File: config.mk
export PLATFORM = sky130hd
export DESIGN_NAME = alu_md_control_unit
export DESIGN_NICKNAME = d
export VERILOG_FILES = /design/src/rtl/alu_md_control_unit.sv
export SDC_FILE = /design/constraint.sdc
export NUM_CORES = 1
export LEC_CHECK = 0
export CAP_MARGIN = 20
export CELL_PAD_IN_SITES_DETAIL_PLACEMENT = 0
export CELL_PAD_IN_SITES_GLOBAL_PLACEMENT = 1
export CORE_ASPECT_RATIO = 0.6
export CORE_MARGIN = 4
export CORE_UTILIZATION = 44
export DETAILED_ROUTE_END_ITERATION = 10
export PLACE_DENSITY = 0.9
export SLEW_MARGIN = 20
export SYNTH_ARGS = -nofsm -noshare
export SYNTH_HDL_FRONTEND = slang
export SYNTH_SLANG_ARGS = --single-unit
File: constraint.sdc
create_clock -name clk -period 3.7 [get_ports clk]
set_clock_uncertainty 0.2 [all_clocks]
set_input_delay 0.74 -clock clk [delete_from_list [all_inputs] [get_ports clk]]
set_output_delay 0.74 -clock clk [all_outputs]
set_load 0.02 [all_outputs]
File: src/rtl/alu_md_control_unit.sv
// Registered ALU control decoder with an iterative multiply/divide unit and HI/LO registers.
// MD/MF/MT instructions stall while a multiply or divide is in flight; ALU ops never stall.
module alu_md_control_unit #(
  parameter int DATA_WIDTH = 32,
  parameter int CNT_W      = $clog2(DATA_WIDTH) + 1
) (
  input  logic                  clk,
  input  logic                  rst_n,
  input  logic                  valid_in,
  input  logic [1:0]            alu_op,
  input  logic [5:0]            instruction_5_0,
  input  logic [DATA_WIDTH-1:0] rs_data,
  input  logic [DATA_WIDTH-1:0] rt_data,
  output logic                  stall,
  output logic [3:0]            alu_out,
  output logic                  out_valid,
  output logic                  illegal,
  output logic                  md_busy,
  output logic                  md_done,
  output logic [DATA_WIDTH-1:0] hi_out,
  output logic [DATA_WIDTH-1:0] lo_out,
  output logic [DATA_WIDTH-1:0] mf_data,
  output logic                  mf_valid
);

  localparam logic [5:0] F_MFHI  = 6'b010000;
  localparam logic [5:0] F_MTHI  = 6'b010001;
  localparam logic [5:0] F_MFLO  = 6'b010010;
  localparam logic [5:0] F_MTLO  = 6'b010011;
  localparam logic [5:0] F_MULT  = 6'b011000;
  localparam logic [5:0] F_MULTU = 6'b011001;
  localparam logic [5:0] F_DIV   = 6'b011010;
  localparam logic [5:0] F_DIVU  = 6'b011011;
  localparam logic [CNT_W-1:0] CNT_LAST = CNT_W'(DATA_WIDTH - 1);

  typedef enum logic [1:0] {IDLE, RUN, FIX} md_state_t;

  md_state_t state, state_next;

  logic [3:0]            dec_code;
  logic                  dec_illegal, is_mul, is_div, is_signed, is_mf, is_mt;
  logic                  md_family, accept, md_start, div_zero;
  logic                  a_neg, b_neg;
  logic [DATA_WIDTH-1:0] a_mag, b_mag;

  logic [DATA_WIDTH-1:0] acc_hi, acc_lo, b_reg;
  logic [CNT_W-1:0]      cnt;
  logic                  op_div, neg_q, neg_r;

  logic [DATA_WIDTH:0]     mul_sum;
  logic [DATA_WIDTH:0]     div_shift;
  logic [DATA_WIDTH+1:0]   div_diff;
  logic                    div_ok;
  logic [2*DATA_WIDTH-1:0] prod, prod_s;
  logic [DATA_WIDTH-1:0]   fix_hi, fix_lo;

  always_comb begin
    dec_code    = 4'b0000;
    dec_illegal = 1'b0;
    is_mul      = 1'b0;
    is_div      = 1'b0;
    is_signed   = 1'b0;
    is_mf       = 1'b0;
    is_mt       = 1'b0;
    case (alu_op)
      2'b00: dec_code = 4'b0010;
      2'b01: dec_code = 4'b0110;
      2'b10: begin
        case (instruction_5_0)
          6'b100000:       dec_code = 4'b0010;
          6'b100010:       dec_code = 4'b0110;
          6'b100100:       dec_code = 4'b0000;
          6'b100101:       dec_code = 4'b0001;
          6'b100111:       dec_code = 4'b1100;
          6'b101010:       dec_code = 4'b0111;
          F_MFHI, F_MFLO:  is_mf = 1'b1;
          F_MTHI, F_MTLO:  is_mt = 1'b1;
          F_MULT:          begin is_mul = 1'b1; is_signed = 1'b1; end
          F_MULTU:         is_mul = 1'b1;
          F_DIV:           begin is_div = 1'b1; is_signed = 1'b1; end
          F_DIVU:          is_div = 1'b1;
          default:         begin dec_code = 4'b1111; dec_illegal = 1'b1; end
        endcase
      end
      default: begin dec_code = 4'b1111; dec_illegal = 1'b1; end
    endcase
  end

  // Handshake: an instruction is accepted on a rising edge where valid_in=1 and stall=0;
  // while stall=1 the issue stage must keep the instruction presented.
  assign md_busy   = (state != IDLE);
  assign md_family = is_mf | is_mt | is_mul | is_div;
  assign stall     = valid_in & md_busy & md_family;
  assign accept    = valid_in & ~stall;
  assign md_start  = accept & (is_mul | is_div);
  assign div_zero  = is_div & (rt_data == '0);

  assign a_neg = is_signed & rs_data[DATA_WIDTH-1];
  assign b_neg = is_signed & rt_data[DATA_WIDTH-1];
  assign a_mag = a_neg ? -rs_data : rs_data;
  assign b_mag = b_neg ? -rt_data : rt_data;

  // Shift-add step: {acc_hi,acc_lo} holds partial product above the unconsumed multiplier bits.
  assign mul_sum   = {1'b0, acc_hi} + (acc_lo[0] ? {1'b0, b_reg} : '0);
  // Restoring step: acc_hi is the partial remainder, acc_lo shifts dividend out and quotient in.
  assign div_shift = {acc_hi, acc_lo[DATA_WIDTH-1]};
  assign div_diff  = {1'b0, div_shift} - {2'b00, b_reg};
  assign div_ok    = ~div_diff[DATA_WIDTH+1];

  assign prod   = {acc_hi, acc_lo};
  assign prod_s = neg_q ? -prod : prod;
  assign fix_hi = op_div ? (neg_r ? -acc_hi : acc_hi) : prod_s[2*DATA_WIDTH-1:DATA_WIDTH];
  assign fix_lo = op_div ? (neg_q ? -acc_lo : acc_lo) : prod_s[DATA_WIDTH-1:0];

  always_ff @(posedge clk or negedge rst_n) begin
    if (!rst_n) state <= IDLE;
    else        state <= state_next;
  end

  always_comb begin
    state_next = state;
    case (state)
      IDLE:    if (md_start) state_next = div_zero ? FIX : RUN;
      RUN:     if (cnt == CNT_LAST) state_next = FIX;
      FIX:     state_next = IDLE;
      default: state_next = IDLE;
    endcase
  end

  always_ff @(posedge clk or negedge rst_n) begin
    if (!rst_n) begin
      acc_hi    <= '0;
      acc_lo    <= '0;
      b_reg     <= '0;
      cnt       <= '0;
      op_div    <= 1'b0;
      neg_q     <= 1'b0;
      neg_r     <= 1'b0;
      md_done   <= 1'b0;
      hi_out    <= '0;
      lo_out    <= '0;
      mf_data   <= '0;
      mf_valid  <= 1'b0;
      alu_out   <= 4'b0000;
      out_valid <= 1'b0;
      illegal   <= 1'b0;
    end else begin
      out_valid <= accept;
      illegal   <= accept & dec_illegal;
      if (accept) alu_out <= dec_code;

      if (state == IDLE && md_start) begin
        cnt    <= '0;
        op_div <= is_div;
        b_reg  <= b_mag;
        if (div_zero) begin
          // FIX then emits HI=dividend, LO=all ones without sign correction.
          acc_hi <= rs_data;
          acc_lo <= '1;
          neg_q  <= 1'b0;
          neg_r  <= 1'b0;
        end else begin
          acc_hi <= '0;
          acc_lo <= a_mag;
          neg_q  <= a_neg ^ b_neg;
          neg_r  <= a_neg;
        end
      end else if (state == RUN) begin
        cnt <= cnt + 1'b1;
        if (op_div) begin
          acc_hi <= div_ok ? div_diff[DATA_WIDTH-1:0] : div_shift[DATA_WIDTH-1:0];
          acc_lo <= {acc_lo[DATA_WIDTH-2:0], div_ok};
        end else begin
          {acc_hi, acc_lo} <= {mul_sum, acc_lo[DATA_WIDTH-1:1]};
        end
      end

      md_done <= (state == FIX);
      if (state == FIX) begin
        hi_out <= fix_hi;
        lo_out <= fix_lo;
      end else if (accept & is_mt) begin
        if (instruction_5_0[1]) lo_out <= rs_data;
        else                    hi_out <= rs_data;
      end

      mf_valid <= accept & is_mf;
      if (accept & is_mf) mf_data <= instruction_5_0[1] ? lo_out : hi_out;
    end
  end

endmodule

Word-level counts from Yosys, hierarchy flattened. Cells that the tools add are included.

Register bits after elaboration: 211.

Add/sub/neg operators: 8. Eq/ne operators: 22. Multiplexer cells: 46. Bitwise operators: 17. Reductions and logical operators: 19.

Operators by type and width (number): $mux 32 (23); $neg 32->32 (4); $mux 64 (1); $neg 64->64 (1); $eq 6x5->1 const B (9); $eq 6x6->1 const B (6); $sub 33x32->34 (1); $add 32x32->33 (1); $logic_not 32->1 (1); $pmux 4 s6 (1); $reduce_or 14->1 (1); $mux 1 (13); $mux 6 (2); $pmux 4 s3 (1); $reduce_or 2->1 (6); $and 1x1->1 (10); $reduce_or 9->1 (1); $reduce_bool 2->1 (4); $add 6x1->6 const B (1); $mux 2 (3); $reduce_and 2->1 (3); $eq 2x1->1 const B (2); $eq 2x2->1 const B (2); $logic_not 2->1 (2); other kinds (8) (13).

Logic depth before layout (Yosys ltp).
Depth after elaboration: 13. Depth in mapped cells: 14. Depth with buffers taken out: 12.

Worst setup path before layout. Ideal clock, no wire load.

Path kind: reg-to-reg. Start: register acc_lo[0]. End: register acc_hi[27]. Setup time: 0.137 ns. Data arrival time: 3.111 ns. Slack: 0.252 ns. Cell stages (with the launch flop): 14. Path buffers: 1. Clock period less this slack: 3.448 ns. Path through: dfrtp_1 -> clkinv_1 -> clkbuf_1 -> nor2_1 -> ha_1 -> o211ai_1 -> o211a_1 -> o31ai_1 -> a21oi_1 -> o41a_1 -> a21oi_1 -> nor2_1 -> a2111oi_0 -> o211ai_1.

Cells in the longest elaborated chain, start to end: 5.

Ends and longest elaborated chain: start: declaration (line 46) `logic [DATA_WIDTH-1:0] acc_hi, acc_lo, b_reg;`; start signal: assignment (line 164) `acc_lo <= a_mag;`; start signal: assignment (line 172) `acc_lo <= {acc_lo[DATA_WIDTH-2:0], div_ok};`; start signal: assignment (line 174) `{acc_hi, acc_lo} <= {mul_sum, acc_lo[DATA_WIDTH-1:1]};`; $mux 32 (line 104) `assign mul_sum = {1'b0, acc_hi} + (acc_lo[0] ? {1'b0, b_reg} : '0);`; $add 32x32->33 (line 104); $mux 32 (line 170) `if (op_div) begin`; $mux 32 (line 168) `end else if (state == RUN) begin`; $mux 32 (line 152) `if (state == IDLE && md_start) begin`; end signal: assignment (line 158) `acc_hi <= rs_data;`; end signal: assignment (line 171) `acc_hi <= div_ok ? div_diff[DATA_WIDTH-1:0] : div_shift[DATA_WIDTH-1:0];`; end signal: assignment (line 174); end: declaration (line 46).

No other way between the ends. The select of a mux whose other input is x is not followed. A chain may end at the register's enable or synchronous reset.

Final worst setup path.
Start: register acc_hi[0]. End: register acc_hi[31].

Cells in the longest elaborated chain, start to end: 5. Elaborated cells on any way between the ends: 6. Classes of those cells: add/sub: 2; mux: 4.

Ends and longest elaborated chain: $sub 33x32->34 (line 107) `assign div_diff = {1'b0, div_shift} - {2'b00, b_reg};`; $mux 32 (line 171); $mux 32 * (line 170); $mux 32 * (line 168); $mux 32 * (line 152).

Mark *: on every way between the ends. The rest lies on a longest branch, timed or not. The select of a mux whose other input is x is not followed.

==> metrics <==
status=finished clean; dpl hpwl=52.2 mm; largest net degree at the start of global routing=just under 70; met3 Use GR=0.0918; WS Path Type=flip-flop to flip-flop; Ys Warns=0; Root Driver=clkbuf_16; CP Capture Type=flip-flop; Synth Flop Type=dfrtp_1; power per cell area=roughly 500 nW/um2; syn nets=~2300; worst hold margin=0.282 ns; met1 GRT Util=0.474; # DRC=0; largest family of logic cells by synthesized area=compound AO/OA/AOI/OAI gates; Vias=roughly 18000; # setup viols final=0; met2 Track Usage GR=0.427; Worst Path Required=between 3 and 4 ns; post-synthesis xor/xnor area fraction=0.0879; GRT Max-Usage Layer=met1; number of global-route vias before repair=~17000; WL/cell=between 20 and 25 um; clock sinks=roughly 210; post-synthesis compound-gate area fraction=0.237; H-tree level count=1; Reg clk slew, reported paths=about 0.070 ns; synthesized instance count=roughly 2100; fin crit period=about 3.6 ns; Final Slew Violations=0; most common cell after layout, fill and taps aside=buf_4; die width=about 260 um; Max IR drop VDD=around 0.34 mV; DIE AREA=approximately 42000 um2; Worst-Margin Slew=0.859 ns; Syn Std Cell Area=about 17000 um2; layout cells sized above 1=0.142; port buffer count=between 150 and 200; RSZ-0062 raised after global routing=true; core outline area=around 38000 um2; All-Layer GR Usage=0.308; TritonCTS buffer count=23; dominant cells by area after synthesis=dfrtp_1, mux2i_1, o21ai_0; number of synthesized flops with an enable pin=0; global route total overflow=0; Nets=2595; Pre-Repair DR Iteration Count=6; worst min-delay path class=flip-flop to flip-flop; Syn Area/Cell=between 7 and 8 um2; area leader, netlist=dfrtp_1; post-synthesis adder-cell area fraction=0.0534; Detail Route Antenna Nets=0; Synth Area in Simple Gates=0.187; maxcap violations=0; Row Count=between 50 and 60; Final GP Congestion=between 1 and 1.5; sequential fraction of the synthesis area=0.312; crit path DAT=between 3 and 4 ns; drt first-iter violations=approximately 2100; Max-slew headroom=0.425; Initial Util=0.447; asr flop ratio synth=1.00; Routed WL=between 60 and 70 mm; Static Leak=~0.0094 uW; Hold Vio Cnt, Final=0; CP max FO=12; first-pass GRT wire length=102 mm; final non-filler cell total=~3000; num ports=181; post-placement cell count=2935; most frequent cells in the layout=buf_4, nand2_1, o21ai_0, nor2_1, dfrtp_1; Vias/cell=a little over 6; Yosys cell types=76; top-area cell type share of the netlist area=0.312; Max Clk Rate=281 MHz; initial antenna violation count=1; Setup crit start kind=flip-flop; period utilisation layout=0.962; fillers=3424; CTS tree=built; Clk Latency, worst-skew pair=roughly 0.56 ns; antenna cell count=0; #FFs+latches synth=~210; Die Span Y=160 um; synth-to-layout area growth=28.5%; mux cell area share after synthesis=0.0776; Longest Clk Path Bufs=3
==> per-layer routing <==
layer	routed length [um]	share of wire
met5	13	0.00020
met1	31000	0.47
met4	1310	0.020
met2	26200	0.40
met3	7460	0.11
==> critical path, stage by stage (launching register included) <==
cell and delay [ns]:
dfrtp_1 0.42, buf_4 0.16, ha_1 0.29, nor2b_2 0.17, o2111a_1 0.24, o21ai_0 0.11, buf_4 0.15, buf_4 0.13
o21a_1 0.24, o211a_1 0.27, buf_12 0.16, nor2_1 0.38, or4b_1 0.48, o211ai_1 0.10
==> where the power goes <==
part / total (uW) / switching, uW / leakage, uW / internal, uW
clock network: 2470 / 1050 / 0.000375 / 1420
logic: 5680 / 3290 / 0.00639 / 2380
registers: 3010 / 416 / 0.00259 / 2600
==> timing repair <==
item                                    in CTS  in global routing
endpoints found under the hold margin       12                  0
buffers inserted                             0                  1
gates resized for setup                      1                 18
hold buffers                                 1                  0
endpoints found under the setup margin       1                 11
pin swaps                                    0                  1
==> logic make-up after synthesis <==
family	Yosys count
compound gates	659
xor+xnor	170
fa+ha+maj	71
buf+inv	200
flops	211
mux	129
simple gates	691
==> synthesized netlist by cell type, types with 6 or more instances <==
library cell  instances
and2_1                9
nand2_1             238
nand2b_1             19
or3_1                29
a22oi_1              10
a211oi_1             41
nor4_1               16
dfrtp_1             211
a311oi_1              6
nand4_1              17
a21o_1               29
or2_2                 8
inv_1                58
a21oi_1             182
nand3_1              39
o31ai_1              33
o22ai_1               8
mux2_2               18
o21a_1               16
o21ai_0             222
or4_1                10
and3_1               12
xnor2_1              92
a31oi_1              19
nor2b_1              11
ha_1                 69
nor3b_1               6
nor3_1               42
mux2i_1             111
o211ai_1             19
o41ai_1              11
buf_2                 6
buf_1                16
xor2_1               78
nor2_1              216
clkbuf_1            116
==> stage by stage <==
stage                     setup WS [ns]  area [um2]  total power, uW  setup TNS (ns)  utilization
after global routing            -0.0717       21700            11800          -0.107        0.575
after global placement           -0.162       20900             8350          -0.331        0.552
after detailed placement         -0.112       20900             8470          -0.262        0.552
after CTS                      0.000680       21700            11000               0        0.572
final                             0.141       21700            11200               0        0.575
after floorplan                   0.252       16900             6110               0            -
==> final timing paths <==
path	from	to	slack, ns	cells after the start
setup / recovery	acc_hi[0]	acc_hi[31]	0.14	13
hold / removal	b_reg[24]	b_reg[24]	0.28	2
setup reg to reg	acc_hi[0]	acc_hi[31]	0.14	13
hold reg to reg	b_reg[24]	b_reg[24]	0.28	2
max in group asynchronous	rst_n	md_done	1.75	4
min in group asynchronous	rst_n	b_reg[30]	0.54	2
==> final cells by class <==
class | instances | area [um2] | area share
multi-input combinational | 1720 | 11000 | 0.506
sequential | 211 | 5280 | 0.243
timing repair buffer | 433 | 3820 | 0.176
tap | 513 | 642 | 0.0295
clock buffer | 32 | 639 | 0.0294
inverter | 60 | 225 | 0.0104
clock inverter | 10 | 138 | 0.00633
Note: power is estimated with default switching activity, not from simulation.
